<file path="config.mk">
export PLATFORM = sky130hd
export DESIGN_NAME = fetch_unit
export DESIGN_NICKNAME = d
export VERILOG_FILES = /design/src/rtl/fetch_unit.sv
export SDC_FILE = /design/constraint.sdc
export NUM_CORES = 1
export LEC_CHECK = 0
export CAP_MARGIN = 20
export CORE_MARGIN = 1
export CORE_UTILIZATION = 56
export DETAILED_ROUTE_END_ITERATION = 12
export PLACE_DENSITY = 0.87
export SLEW_MARGIN = 0
export SYNTH_ARGS = -nofsm -noshare
export SYNTH_HDL_FRONTEND = slang
export SYNTH_SLANG_ARGS = --single-unit
</file>
<file path="constraint.sdc">
create_clock -name clk -period 5.08 [get_ports clk]
set_clock_uncertainty 0.1 [all_clocks]
set_input_delay 1.016 -clock clk [delete_from_list [all_inputs] [get_ports clk]]
set_output_delay 1.016 -clock clk [all_outputs]
set_load 0.02 [all_outputs]
</file>
<file path="src/rtl/fetch_unit.sv">
// fetch_unit: instruction fetch front-end. It issues sequential word reads
// over a req/ack handshake, buffers the returned words with their addresses
// in a small prefetch FIFO, and hands them to the core through valid/ready.
// A redirect flushes the FIFO and restarts fetching at a new PC.
//
// state     | meaning
// ----------+-------------------------------------------------------------
// S_IDLE    | no request outstanding; issue one when the FIFO has room
// S_WAIT    | request outstanding at mem_addr; push the word on ack
// S_DISCARD | request outstanding but stale after a redirect; drop on ack

module fetch_unit #(
  parameter int unsigned DEPTH    = 4,
  parameter logic [31:0] RESET_PC = 32'h0000_0000
) (
  input  logic        clk,
  input  logic        rst,
  output logic        mem_req,
  output logic [31:0] mem_addr,
  input  logic        mem_ack,
  input  logic [31:0] mem_rdata,
  input  logic        redirect,
  input  logic [31:0] redirect_pc,
  output logic        instr_valid,
  output logic [31:0] instr,
  output logic [31:0] instr_pc,
  input  logic        instr_ready
);

  localparam int unsigned PTR_W = $clog2(DEPTH);
  localparam int unsigned CNT_W = PTR_W + 1;
  localparam logic [CNT_W-1:0] FULL     = CNT_W'(DEPTH);
  localparam logic [31:0]      START_PC = RESET_PC & 32'hFFFF_FFFC;

  typedef enum logic [1:0] {S_IDLE, S_WAIT, S_DISCARD} state_t;

  state_t             state;
  logic [31:0]        fetch_pc;
  logic [PTR_W-1:0]   wr_ptr;
  logic [PTR_W-1:0]   rd_ptr;
  logic [CNT_W-1:0]   count;
  logic [CNT_W-1:0]   count_next;
  logic [31:0]        buf_data [DEPTH];
  logic [31:0]        buf_pc   [DEPTH];
  logic               push;
  logic               pop;

  // A redirect cancels both the pop and the push of its cycle.
  assign instr_valid = (count != '0);
  assign pop         = instr_valid && instr_ready && !redirect;
  assign push        = (state == S_WAIT) && mem_ack && !redirect;
  assign count_next  = count + CNT_W'(push) - CNT_W'(pop);
  assign instr       = instr_valid ? buf_data[rd_ptr] : '0;
  assign instr_pc    = instr_valid ? buf_pc[rd_ptr]   : '0;

  // FIFO storage: capture the acked word together with its address.
  always_ff @(posedge clk) begin
    if (push) begin
      buf_data[wr_ptr] <= mem_rdata;
      buf_pc[wr_ptr]   <= mem_addr;
    end
  end

  // Fetch FSM, request outputs and FIFO bookkeeping.
  always_ff @(posedge clk) begin
    if (rst) begin
      state    <= S_IDLE;
      mem_req  <= 1'b0;
      mem_addr <= START_PC;
      fetch_pc <= START_PC;
      count    <= '0;
      wr_ptr   <= '0;
      rd_ptr   <= '0;
    end else if (redirect) begin
      count    <= '0;
      wr_ptr   <= '0;
      rd_ptr   <= '0;
      fetch_pc <= redirect_pc & 32'hFFFF_FFFC;
      case (state)
        S_IDLE: begin
          state   <= S_IDLE;
          mem_req <= 1'b0;
        end
        S_WAIT, S_DISCARD: begin
          // The outstanding request is never withdrawn; wait out its ack.
          if (mem_ack) begin
            state   <= S_IDLE;
            mem_req <= 1'b0;
          end else begin
            state <= S_DISCARD;
          end
        end
        default: begin
          state   <= S_IDLE;
          mem_req <= 1'b0;
        end
      endcase
    end else begin
      count <= count_next;
      if (push) wr_ptr <= wr_ptr + PTR_W'(1);
      if (pop)  rd_ptr <= rd_ptr + PTR_W'(1);
      case (state)
        S_IDLE: begin
          if (count < FULL) begin
            state    <= S_WAIT;
            mem_req  <= 1'b1;
            mem_addr <= fetch_pc;
          end
        end
        S_WAIT: begin
          if (mem_ack) begin
            fetch_pc <= mem_addr + 32'd4;
            if (count_next < FULL) begin
              mem_addr <= mem_addr + 32'd4;
            end else begin
              state   <= S_IDLE;
              mem_req <= 1'b0;
            end
          end
        end
        S_DISCARD: begin
          if (mem_ack) begin
            state   <= S_IDLE;
            mem_req <= 1'b0;
          end
        end
        default: begin
          state   <= S_IDLE;
          mem_req <= 1'b0;
        end
      endcase
    end
  end

endmodule

</file>
==> results.md <==
- Outcome: finished clean
- Post-synthesis share of cell area spent on full adders, half adders and majority gates: 0.0104
- Crit path kind: in2reg
- Overflow left after global routing: 0
- Gate Count Post-Synth: 962
- Total number of vias: 8894
- Level count of the clock H-tree: 2
- Final Net Count: roughly 1200
- RSZ-0062 raised after global routing: no
- Crit path capture type: register
- Synth top area share: 0.550
- Setup violators final: 0
- TritonCTS clock tree: yes
- Remaining routing DRC violations: 0
- Final total negative setup slack: 0 ns
- Dominant delay contributor by cell family on the critical path: compound AO/OA/AOI/OAI gates
- Startpoint of the most critical hold path: fetch_pc[1]
- HPWL Detailed: about 18000 µm
- Number of nets in the synthesized netlist: roughly 1000
- Reg clk slew, reported paths: 0.06 ns
- Maximum VDD drop: roughly 0.00025 V
- Number of enable flip-flop cells after synthesis: 256
- Synth area leaders: sky130_fd_sc_hd__edfxtp_1 (55%), sky130_fd_sc_hd__dfxtp_1 (11%), sky130_fd_sc_hd__mux4_2 (10%)
- Reg-to-reg endpoint: mem_addr[2]
- Register bit total from synthesis: 332
- Floorplan die area: 25600 µm²
- Overall routing resource usage: 0.244
- Boundary pin count: about 170
- Clock root buffer: sky130_fd_sc_hd__clkbuf_16
- R2r setup slk: 1.12 ns
- Max-cap viol count: 0
- Number of buffers inserted by port buffering: approximately 160
- Number of cells traversed by the worst register-to-register path: 11
- Number of distinct standard cells referenced by the synthesized netlist: 61
- Area leader, netlist: sky130_fd_sc_hd__edfxtp_1
- Sequential fraction of the synthesis area: 0.659
- Highest clock rate: roughly 0.24 GHz
- Buffering stage count on the worst path with inverters included: 3
- Fraction of layout cells with a size suffix above 1: 0.144
- Parity-gate share of the synthesized area counting xor and xnor cells: 0.0182
- Mux cell area share after synthesis: 0.107
- Std-Cell Core Area: about 24000 µm²
- Main flop type after synthesis: sky130_fd_sc_hd__edfxtp_1
- Hold slack: between 0.3 and 0.4 ns
- Post-synthesis compound-gate area fraction: 0.0773
- Routability congestion estimate from global placement: roughly 0.83
- Most common cell after layout, fill and taps aside: sky130_fd_sc_hd__edfxtp_1
- Number of antenna violations at the first check in global routing: 0
- Delay of the slowest cell on the worst path: roughly 0.5 ns
- Area growth syn-to-layout: 22.0%
- Final period utilization: 0.807
- Count of hold-fix buffers inserted at cts: 0
- Instance count along the most critical hold path: 2
- Maximum fanout along the worst path: 14
- Count of final max-slew check failures: 0
- DRT Pass-1 Iters: 6
- Cell with the largest stage delay on the worst path: sky130_fd_sc_hd__a21o_1
- Reported leakage power: roughly 5.5 nW
- List of cells traversed by the critical path: clkdlybuf4s50_1, nand2_1, nor2_1, inv_1, ha_1, inv_1, ha_1, fa_1, xnor2_1, mux2i_1, a21o_1, o21ai_0, a221oi_1
- First-pass GRT wire length: slightly below 50000 µm
- Per-cell via count in the routed design: between 6 and 7
- Slew margin rel.: 0.292
- Terminating pin of the worst hold path: fetch_pc[1]
- Combinational family with the most area after synthesis: multiplexers
- Horizontal extent of the die: between 150 and 200 µm
- Number of diodes: 0
- Pwr/cell area: between 300 and 400 nW/µm²
- Crit. Startpoint: mem_ack
- Number of DRC violations after detailed-routing iteration 0: 915
- Initial Utilization: 0.573
- Number of global-route vias before repair: slightly below 9000
- Number of clock sinks seen by CTS: around 330
- Synthesized cell area: between 10000 and 15000 µm²
- Number of warnings reported in the yosys synthesis log: 0
- Arrival time of data at the critical path endpoint: around 4.4 ns
- Commonest non-fill, non-tap cells in the layout: sky130_fd_sc_hd__edfxtp_1 (256), sky130_fd_sc_hd__clkdlybuf4s50_1 (162), sky130_fd_sc_hd__dfxtp_1 (74)
- Count of standard-cell rows: 57
- Number of hold violations in the final report: 0
- Max Root-Sink Buffers: 3
- Worst reg2reg startpoint: count[2]
- Routed wire length: roughly 31000 µm
- Die Y: between 150 and 200 µm
- Async set-reset flop share out of synthesis: 0
- Hold WC Path Type: reg2reg
- CTS buffer count: 34
- DR WL/cell: approximately 21 µm
- Worst-skew pair later-pin latency: 0.51 ns
- Transition at the pin with the smallest max-transition slack: 1.06 ns
- CP required: 5.40 ns
- Count of buffers added by post-CTS timing repair for setup: 0
- Min Tclk post-route: between 4 and 5 ns
- Pin count of the biggest net entering global routing: 66
- Number of gates given a new drive strength after cts: 0
- Post-synthesis share of cell area spent on and, or, nand and nor gates: 0.104
- Synthesized area divided by synthesized cell count: roughly 15 µm²
- Antenna-violating nets left: 0
- Kind of start point of the critical path: primary input
[flip-flops by register name, summed over array words and instances (netlist names), named ones only]
name / flops
mem_req: 1
fetch_pc: 32
count: 3
mem_addr: 32
buf_pc: 128
rd_ptr: 2
state: 2
buf_data: 128
wr_ptr: 2
[synthesized netlist by cell type, drive strengths merged (6+ instances only)]
cell,n
buf,15
dfxtp,76
edfxtp,256
a31o,6
o32ai,13
and2,73
and3,6
nand3,14
xnor2,16
o22ai,11
nand4,12
nor3,13
ha,10
clkbuf,52
or2,6
mux4,64
a21oi,68
o21ai,27
a21o,7
a211oi,6
or3,9
nand2,63
xor2,13
nor2,45
inv,17
[how the worst max path moves through the flow]
stage | end | depth (start not counted)
3_5_place_dp | mem_addr[17] | 14
6_report | mem_addr[2] | 13
4_1_cts | mem_addr[17] | 14
3_3_place_gp | mem_addr[17] | 14
2_1_floorplan | mem_addr[3] | 13
5_1_grt | mem_addr[2] | 13
[tightest hold or removal path: cells and delay by family, from the launching register on]
family          cells  cell delay, ns
compound gates      1            0.05
flops               1            0.31
simple gates        1            0.05
[cells by family (layout without fill, tap and decap cells)]
logic type | Yosys count | count (layout)
DFF | 332 | 332
xor gates and xnor gates | 29 | 29
buffers and inverters | 84 | 261
AOI/OAI and AO/OA | 171 | 171
muxes | 69 | 69
and+or+nand+nor | 266 | 266
adders and majority gates | 11 | 11
[power by group]
part / leakage [nW] / switching [mW] / internal (mW) / total [mW]
clock: 0.540 / 1.01 / 1.43 / 2.43
sequential: 2.93 / 0.0572 / 2.96 / 3.02
combinational: 2.01 / 0.195 / 0.163 / 0.359
total: 5.48 / 1.26 / 4.56 / 5.81
[final cells by class]
type | count | area, µm²
Clock buffer | 46 | 990
Clock inverter | 15 | 125
Fill cell | 1625 | 7350
Inverter | 17 | 63.8
Multi-Input combinational cell | 546 | 4440
Sequential cell | 332 | 9220
Tap cell | 324 | 405
Timing Repair Buffer | 183 | 1810
[metal layers]
metal | global-route usage | vias to the layer above | part of all wire
met2 | 0.407 | 415 | 0.49
met1 | 0.329 | 4412 | 0.41
met4 | 0.0805 | 0 | 0.027
met3 | 0.0410 | 68 | 0.073
li1 | - | 3999 | -
met5 | 0 | - | 0
[stage by stage]
| stage | setup WS, ns | util | instance area (µm²) | power, mW | std cells |
|---|---|---|---|---|---|
| 3_3_place_gp | 0.216 | 0.653 | 15900 | 3.41 | 1401 |
| 3_5_place_dp | 0.125 | 0.653 | 15900 | 3.43 | 1401 |
| 4_1_cts | 0.638 | 0.698 | 17000 | 5.84 | 1462 |
| 5_1_grt | 0.667 | 0.699 | 17000 | 5.98 | 1463 |
| 2_1_floorplan | 1.11 | - | 14000 | 3.25 | 962 |
| 6_report | 0.978 | 0.699 | 17000 | 5.81 | 1463 |
No activity file was read; power rests on OpenSTA's default activity.
